--- src/rtl/can_pkg.sv ---
// Shared CAN fault-confinement types and default limits.
package can_pkg;

    typedef enum logic [1:0] {
        FC_ACTIVE  = 2'd0,
        FC_PASSIVE = 2'd1,
        FC_BUSOFF  = 2'd2
    } fc_state_t;

    localparam int DEF_WARN_LIMIT   = 96;
    localparam int DEF_PASSIVE_LIMIT = 128;
    localparam int DEF_BUSOFF_LIMIT = 256;
    localparam int DEF_RECOV_SEQ    = 128;
    localparam int DEF_RECOV_BITS   = 11;
    localparam int DEF_AUTO_RECOVER = 1;

endpackage

--- src/rtl/can_busoff_recovery.sv ---
// Bus-off recovery: counts runs of recessive bits and completed sequences while enabled.
module can_busoff_recovery
    import can_pkg::*;
#(
    parameter int RECOV_SEQ    = DEF_RECOV_SEQ,
    parameter int RECOV_BITS   = DEF_RECOV_BITS,
    parameter int AUTO_RECOVER = DEF_AUTO_RECOVER
) (
    input  logic       clk_can,
    input  logic       rst,
    input  logic       en,
    input  logic       bit_tick,
    input  logic       rx_bit,
    input  logic       recover_req,
    output logic [7:0] recov_cnt,
    output logic       done
);

    logic [15:0] run_r;
    logic [7:0]  seq_r;
    logic        req_r;
    logic        counting_s;
    logic        run_full_s;
    logic        done_s;

    // Decode whether this tick closes the final recessive sequence
    always_comb begin
        counting_s = 1'b0;
        run_full_s = 1'b0;
        done_s     = 1'b0;
        if (en) begin
            counting_s = (AUTO_RECOVER != 0) || req_r;
        end else begin
            counting_s = 1'b0;
        end
        run_full_s = (int'(run_r) == RECOV_BITS - 1);
        if (counting_s && bit_tick && rx_bit && run_full_s) begin
            done_s = (int'(seq_r) == RECOV_SEQ - 1);
        end else begin
            done_s = 1'b0;
        end
    end

    // Run/sequence counters and request latch; all held clear outside bus-off
    always_ff @(posedge clk_can or posedge rst) begin
        if (rst) begin
            run_r <= 16'd0;
            seq_r <= 8'd0;
            req_r <= 1'b0;
        end else if (!en || done_s) begin
            run_r <= 16'd0;
            seq_r <= 8'd0;
            req_r <= 1'b0;
        end else begin
            if (recover_req) begin
                req_r <= 1'b1;
            end
            if (counting_s && bit_tick) begin
                if (!rx_bit) begin
                    run_r <= 16'd0;
                end else if (run_full_s) begin
                    run_r <= 16'd0;
                    if (seq_r != 8'hFF) begin
                        seq_r <= seq_r + 8'd1;
                    end
                end else begin
                    run_r <= run_r + 16'd1;
                end
            end
        end
    end

    assign recov_cnt = seq_r;
    assign done      = done_s;

endmodule

--- src/rtl/can_fault_confinement.sv ---
// CAN error counters (TEC/REC) with active/passive/bus-off confinement and recovery.
module can_fault_confinement
    import can_pkg::*;
#(
    parameter int WARN_LIMIT    = DEF_WARN_LIMIT,
    parameter int PASSIVE_LIMIT = DEF_PASSIVE_LIMIT,
    parameter int BUSOFF_LIMIT  = DEF_BUSOFF_LIMIT,
    parameter int RECOV_SEQ     = DEF_RECOV_SEQ,
    parameter int RECOV_BITS    = DEF_RECOV_BITS,
    parameter int AUTO_RECOVER  = DEF_AUTO_RECOVER
) (
    input  logic       clk_can,
    input  logic       rst,
    input  logic       bit_tick,
    input  logic       rx_bit,
    input  logic       tx_err_ev,
    input  logic       tx_ok_ev,
    input  logic       rx_err_ev,
    input  logic       rx_err_dom_ev,
    input  logic       rx_ok_ev,
    input  logic       recover_req,
    output logic [8:0] tec,
    output logic [7:0] rec,
    output logic [1:0] fc_state,
    output logic       err_warn,
    output logic       tx_enable,
    output logic       state_chg_irq,
    output logic [7:0] recov_cnt
);

    fc_state_t   state_r, state_nxt_s;
    logic [8:0]  tec_r, tec_nxt_s;
    logic [9:0]  tec_sum_s;
    logic [7:0]  rec_r, rec_nxt_s;
    logic [8:0]  rec_sum_s;
    logic        warn_r, warn_nxt_s;
    logic        txen_r;
    logic        irq_r;
    logic        busoff_s;
    logic        rcv_done_s;

    assign busoff_s = (state_r == FC_BUSOFF);

    can_busoff_recovery #(
        .RECOV_SEQ   (RECOV_SEQ),
        .RECOV_BITS  (RECOV_BITS),
        .AUTO_RECOVER(AUTO_RECOVER)
    ) u_recovery (
        .clk_can    (clk_can),
        .rst        (rst),
        .en         (busoff_s),
        .bit_tick   (bit_tick),
        .rx_bit     (rx_bit),
        .recover_req(recover_req),
        .recov_cnt  (recov_cnt),
        .done       (rcv_done_s)
    );

    // Next counter values and confinement state; bus-off freezes counters until recovery
    always_comb begin
        tec_sum_s   = {1'b0, tec_r} + 10'd8;
        rec_sum_s   = {1'b0, rec_r} + (rx_err_ev ? 9'd1 : 9'd0) + (rx_err_dom_ev ? 9'd8 : 9'd0);
        tec_nxt_s   = tec_r;
        rec_nxt_s   = rec_r;
        state_nxt_s = state_r;
        if (busoff_s) begin
            if (rcv_done_s) begin
                tec_nxt_s   = 9'd0;
                rec_nxt_s   = 8'd0;
                state_nxt_s = FC_ACTIVE;
            end else begin
                state_nxt_s = FC_BUSOFF;
            end
        end else begin
            if (tx_err_ev) begin
                tec_nxt_s = (int'(tec_sum_s) >= BUSOFF_LIMIT) ? 9'(BUSOFF_LIMIT) : tec_sum_s[8:0];
            end else if (tx_ok_ev && (tec_r != 9'd0)) begin
                tec_nxt_s = tec_r - 9'd1;
            end else begin
                tec_nxt_s = tec_r;
            end
            // Error events outrank a successful reception in the same cycle
            if (rx_err_ev || rx_err_dom_ev) begin
                rec_nxt_s = rec_sum_s[8] ? 8'hFF : rec_sum_s[7:0];
            end else if (rx_ok_ev) begin
                if (int'(rec_r) >= PASSIVE_LIMIT) begin
                    rec_nxt_s = 8'(PASSIVE_LIMIT - 9);
                end else if (rec_r != 8'd0) begin
                    rec_nxt_s = rec_r - 8'd1;
                end else begin
                    rec_nxt_s = rec_r;
                end
            end else begin
                rec_nxt_s = rec_r;
            end
            if (int'(tec_nxt_s) >= BUSOFF_LIMIT) begin
                state_nxt_s = FC_BUSOFF;
            end else if ((int'(tec_nxt_s) >= PASSIVE_LIMIT) || (int'(rec_nxt_s) >= PASSIVE_LIMIT)) begin
                state_nxt_s = FC_PASSIVE;
            end else begin
                state_nxt_s = FC_ACTIVE;
            end
        end
        warn_nxt_s = ((int'(tec_nxt_s) >= WARN_LIMIT) || (int'(rec_nxt_s) >= WARN_LIMIT))
                     && (state_nxt_s != FC_BUSOFF);
    end

    // Registered counters, state and status flags
    always_ff @(posedge clk_can or posedge rst) begin
        if (rst) begin
            tec_r   <= 9'd0;
            rec_r   <= 8'd0;
            state_r <= FC_ACTIVE;
            warn_r  <= 1'b0;
            txen_r  <= 1'b1;
            irq_r   <= 1'b0;
        end else begin
            tec_r   <= tec_nxt_s;
            rec_r   <= rec_nxt_s;
            state_r <= state_nxt_s;
            warn_r  <= warn_nxt_s;
            txen_r  <= (state_nxt_s != FC_BUSOFF);
            irq_r   <= (state_nxt_s != state_r);
        end
    end

    assign tec           = tec_r;
    assign rec           = rec_r;
    assign fc_state      = state_r;
    assign err_warn      = warn_r;
    assign tx_enable     = txen_r;
    assign state_chg_irq = irq_r;

endmodule
--- config.mk ---
export PLATFORM = sky130hd
export DESIGN_NAME = can_fault_confinement
export DESIGN_NICKNAME = d
export VERILOG_FILES = /design/src/rtl/can_pkg.sv /design/src/rtl/can_busoff_recovery.sv /design/src/rtl/can_fault_confinement.sv
export SDC_FILE = /design/constraint.sdc
export NUM_CORES = 1
export LEC_CHECK = 0
export ABC_AREA = 1
export ABC_CLOCK_PERIOD_IN_PS = 1950
export CORE_MARGIN = 3
export CORE_UTILIZATION = 35
export DETAILED_ROUTE_END_ITERATION = 12
export GPL_ROUTABILITY_DRIVEN = 0
export GPL_TIMING_DRIVEN = 0
export PLACE_DENSITY = 0.61
export SYNTH_ARGS = -nofsm -noshare
export SYNTH_HDL_FRONTEND = slang
export SYNTH_SLANG_ARGS = --single-unit
--- constraint.sdc ---
create_clock -name clk_can -period 1.95 [get_ports clk_can]
set_input_delay 0.195 -clock clk_can [delete_from_list [all_inputs] [get_ports clk_can]]
set_output_delay 0.195 -clock clk_can [all_outputs]
set_load 0.05 [all_outputs]
==> qor.yml <==
routing:
  wl_per_cell_um: 13.7
  postRouteAntennaNets: 0
  drtIter0Drc: 175
  vias: 3462
  dr.pass1.iters: 5
  drc_errors: 0
  wl_mm: 9.00
  avgViaCountPerCell: 5.26
setup_path:
  cp.arrival_ns: 2.15
  cpPeakStageDelay_ns: 0.46
  start_kind: "flop"
  cp_data_required_time_ns: 2.16
  path_delay_family: "simple AND/OR/NAND/NOR gates"
  cp_slowest_cell: "dfrtp_2"
  critPathBufInv: 3
  crit_chain: "inv_4 -> ha_2 -> inv_1 -> nor2_4 -> nand2_2 -> nor2_4 -> nor2_4 -> nand2_1 -> nand2_1 -> nand3_1 -> nand2_2 -> a21oi_2 -> nand3_1 -> nand2_1 -> inv_1"
  ff2ff_setup_slack_ns: 0.02
  cp_max_fo: 6
  critPathKind: "flop to flop"
  endpoint_kind: "flop"
run_status:
  status: "finished clean"
synth:
  netlist_area_sq_um: 3280
  yosysSeqAreaShare_pct: 35.1
  synth_top_area_share_pct: 34.3
  synth_enable_flop_cells: 0
  synth_cell_types: 38
  synth_common_cells: "nand2_1, inv_1, nand3_1, nor2_1, dfrtp_1"
  syn-num-nets: 505
  yosys.area.top_type: "dfrtp_1"
  yosysMostFrequentCell: "nand2_1"
  synth-simple-area-share_pct: 35.9
  synth-compound-area-share_pct: 11.2
  synth-adder-area-share_pct: 4.20
  async_reset_ff_share_pct: 100
  yosysWarnings: 0
  syn_inst: 484
  syn_area_per_cell_sq_um: 6.78
  muxShareOfSynthArea_pct: 0.343
  synth_ff_type: "dfrtp_1"
  synth-xor-area-share_pct: 3.47
  synth_top_family_by_area: "simple AND/OR/NAND/NOR gates"
  synth_area_leaders: "dfrtp_1, nand2_1, nand3_1"
  ys_ff_latch: 46
finish:
  final_cell_count_no_fill: 658
  final_area_sq_um: 4320
  n_antenna_cell: 0
  drive_gt1_share_pct: 20.4
  areaGrowthSynthToFinish_pct: 31.6
  nets: 570
  post-route-util_pct: 48.5
  fillers: 873
global_route:
  antenna_found_initial: 0
  grt-busiest-layer: "met2"
  grt_max_degree: 38
  grt.total_usage_pct: 17.4
  grt_pass1_wl_mm: 14.8
  grt_pass1_vias: 3210
  grt_use_met3_pct: 2.84
  use_met2_pct: 27.5
  met1_usage_pct: 24.8
  grt_overflow: 0
sta:
  min_period_ns: 1.93
  drv_slew: 0
  finalSetupViolations: 0
  worst_slew_pin_slew_ns: 0.574
  relSlewSlack_pct: 61.8
  rsz0062_at_grt: "yes"
  fin_ws_ns: 0.0159
  fmax_mhz: 517
  hold_viol_final: 0
  final.period_utilization_pct: 99.2
  skew_ns: 0.00732
placed_design:
  dp_hpwl_mm: 6.53
  dp_cells: 631
  placed_cell_area_sq_um: 3830
  pre_cts_ws_ns: -0.400
  portBuffers: 38
worst_hold_path:
  holdCritPathClass: "primary input to async pin"
pwr:
  power.internal_mw: 2.75
  switchingPower_mw: 3.02
  switching_share_pct: 52.4
  peakVddDrop_mv: 0.461
  leakage_nw: 1.94
  power_density_nw_per_um2: 1340
  comb_power_share_pct: 63.8
  power_frac_clock_pct: 10.6
  power_frac_seq_pct: 25.6
floorplan:
  io_pins: 40
  core_sq_um: 8890
  rows: 34
  die-area_sq_um: 10600
  die_h_um: 103
  start_util_pct: 36.9
  die_w_um: 103
clock_tree:
  cts_buffers: 5
  htreeDepth: 2
  postCtsHoldBufs: 0
  clk_transition_reported_paths_ns: 0.09
  cts_tree: "done"
  clock_latency_ns: 0.31
  cts_max_path_buffers: 2
  clockRootBuffer: "clkbuf_8"
  cts_sinks: 46
run:
  cap_violations: 0
kinds of logic (layout without fill, tap and decap cells):
logic type,after synthesis,after routing
and+or+nand+nor,270,270
buffers and inverters,80,146
AOI/OAI and AO/OA,63,63
DFF,46,46
xor gates and xnor gates,13,13
adders and majority gates,11,11
muxes,1,1
metal layers:
metal / vias to the layer above / routed length [um]
met5: - / 0
met1: 1633 / 4150
met3: 9 / 498
li1: 1722 / -
met4: 0 / 92
met2: 98 / 4250
stage by stage:
| stage | hold WS, ns | setup TNS [ns] | total power [mW] |
|---|---|---|---|
| final | 0.133 | 0 | 5.77 |
| after global routing | 0.161 | -0.216 | 6.25 |
| after CTS | 0.141 | -0.0280 | 5.45 |
| after detailed placement | 0.476 | -5.38 | 4.77 |
| after global placement | 0.523 | -24.96 | 4.72 |
| after floorplan | 0.342 | 0 | 3.79 |
final timing paths:
path | to | depth (start not counted) | from
worst max-delay path | err_warn | 15 | rec[0]
worst min-delay path | rec[4] | 2 | rst
worst max register to register | err_warn | 15 | rec[0]
worst min register to register | state_chg_irq | 2 | fc_state[0]
max in group asynchronous | tx_enable | 3 | rst
min in group clk_can | state_chg_irq | 2 | fc_state[0]
area by class of cell:
cell class	instances	area, sq um	area share (%)
multi-input combinational	358	2040	47.2
sequential	46	1170	27.1
timing repair buffer	58	552	12.8
inverter	69	268	6.20
tap	108	135	3.13
clock buffer	5	68.8	1.59
buffer	11	65.1	1.51
clock inverter	3	21.3	0.493
power by group through the flow:
stage,Sequential [mW],Combinational [mW],Clock [mW]
3_5_place_dp,1.49,3.28,0
2_1_floorplan,2.21,1.58,0
3_3_place_gp,1.48,3.24,0
6_report,1.48,3.68,0.612
4_1_cts,1.48,3.34,0.631
5_1_grt,1.51,4.07,0.666
flip-flops by register name, summed over array words and instances, names as in the netlist:
| name | cells |
|---|---|
| u_recovery.run_r | 16 |
| tec | 9 |
| rec | 8 |
| u_recovery.recov_cnt | 8 |
| fc_state | 2 |
| err_warn | 1 |
| state_chg_irq | 1 |
| tx_enable | 1 |
cells in the final DEF (no fill, tap or decap), types with 6 or more instances in the layout:
cell type	count
xor2_1	12
nor2_2	7
dfrtp_1	32
inv_2	6
nand4_1	13
nand2_1	107
a21oi_1	13
buf_4	20
nor2_4	7
clkdlybuf4s50_1	36
dfrtp_2	13
nor3_1	8
nand3_1	56
inv_1	60
nor2_1	42
o21ai_0	28
nand2_2	14
timing repair:
item,CTS,global route
pin swaps,2,14
setup endpoints to repair,20,28
buffers inserted,2,17
gates resized for setup,14,67
No activity file was read; power rests on OpenSTA's default activity.
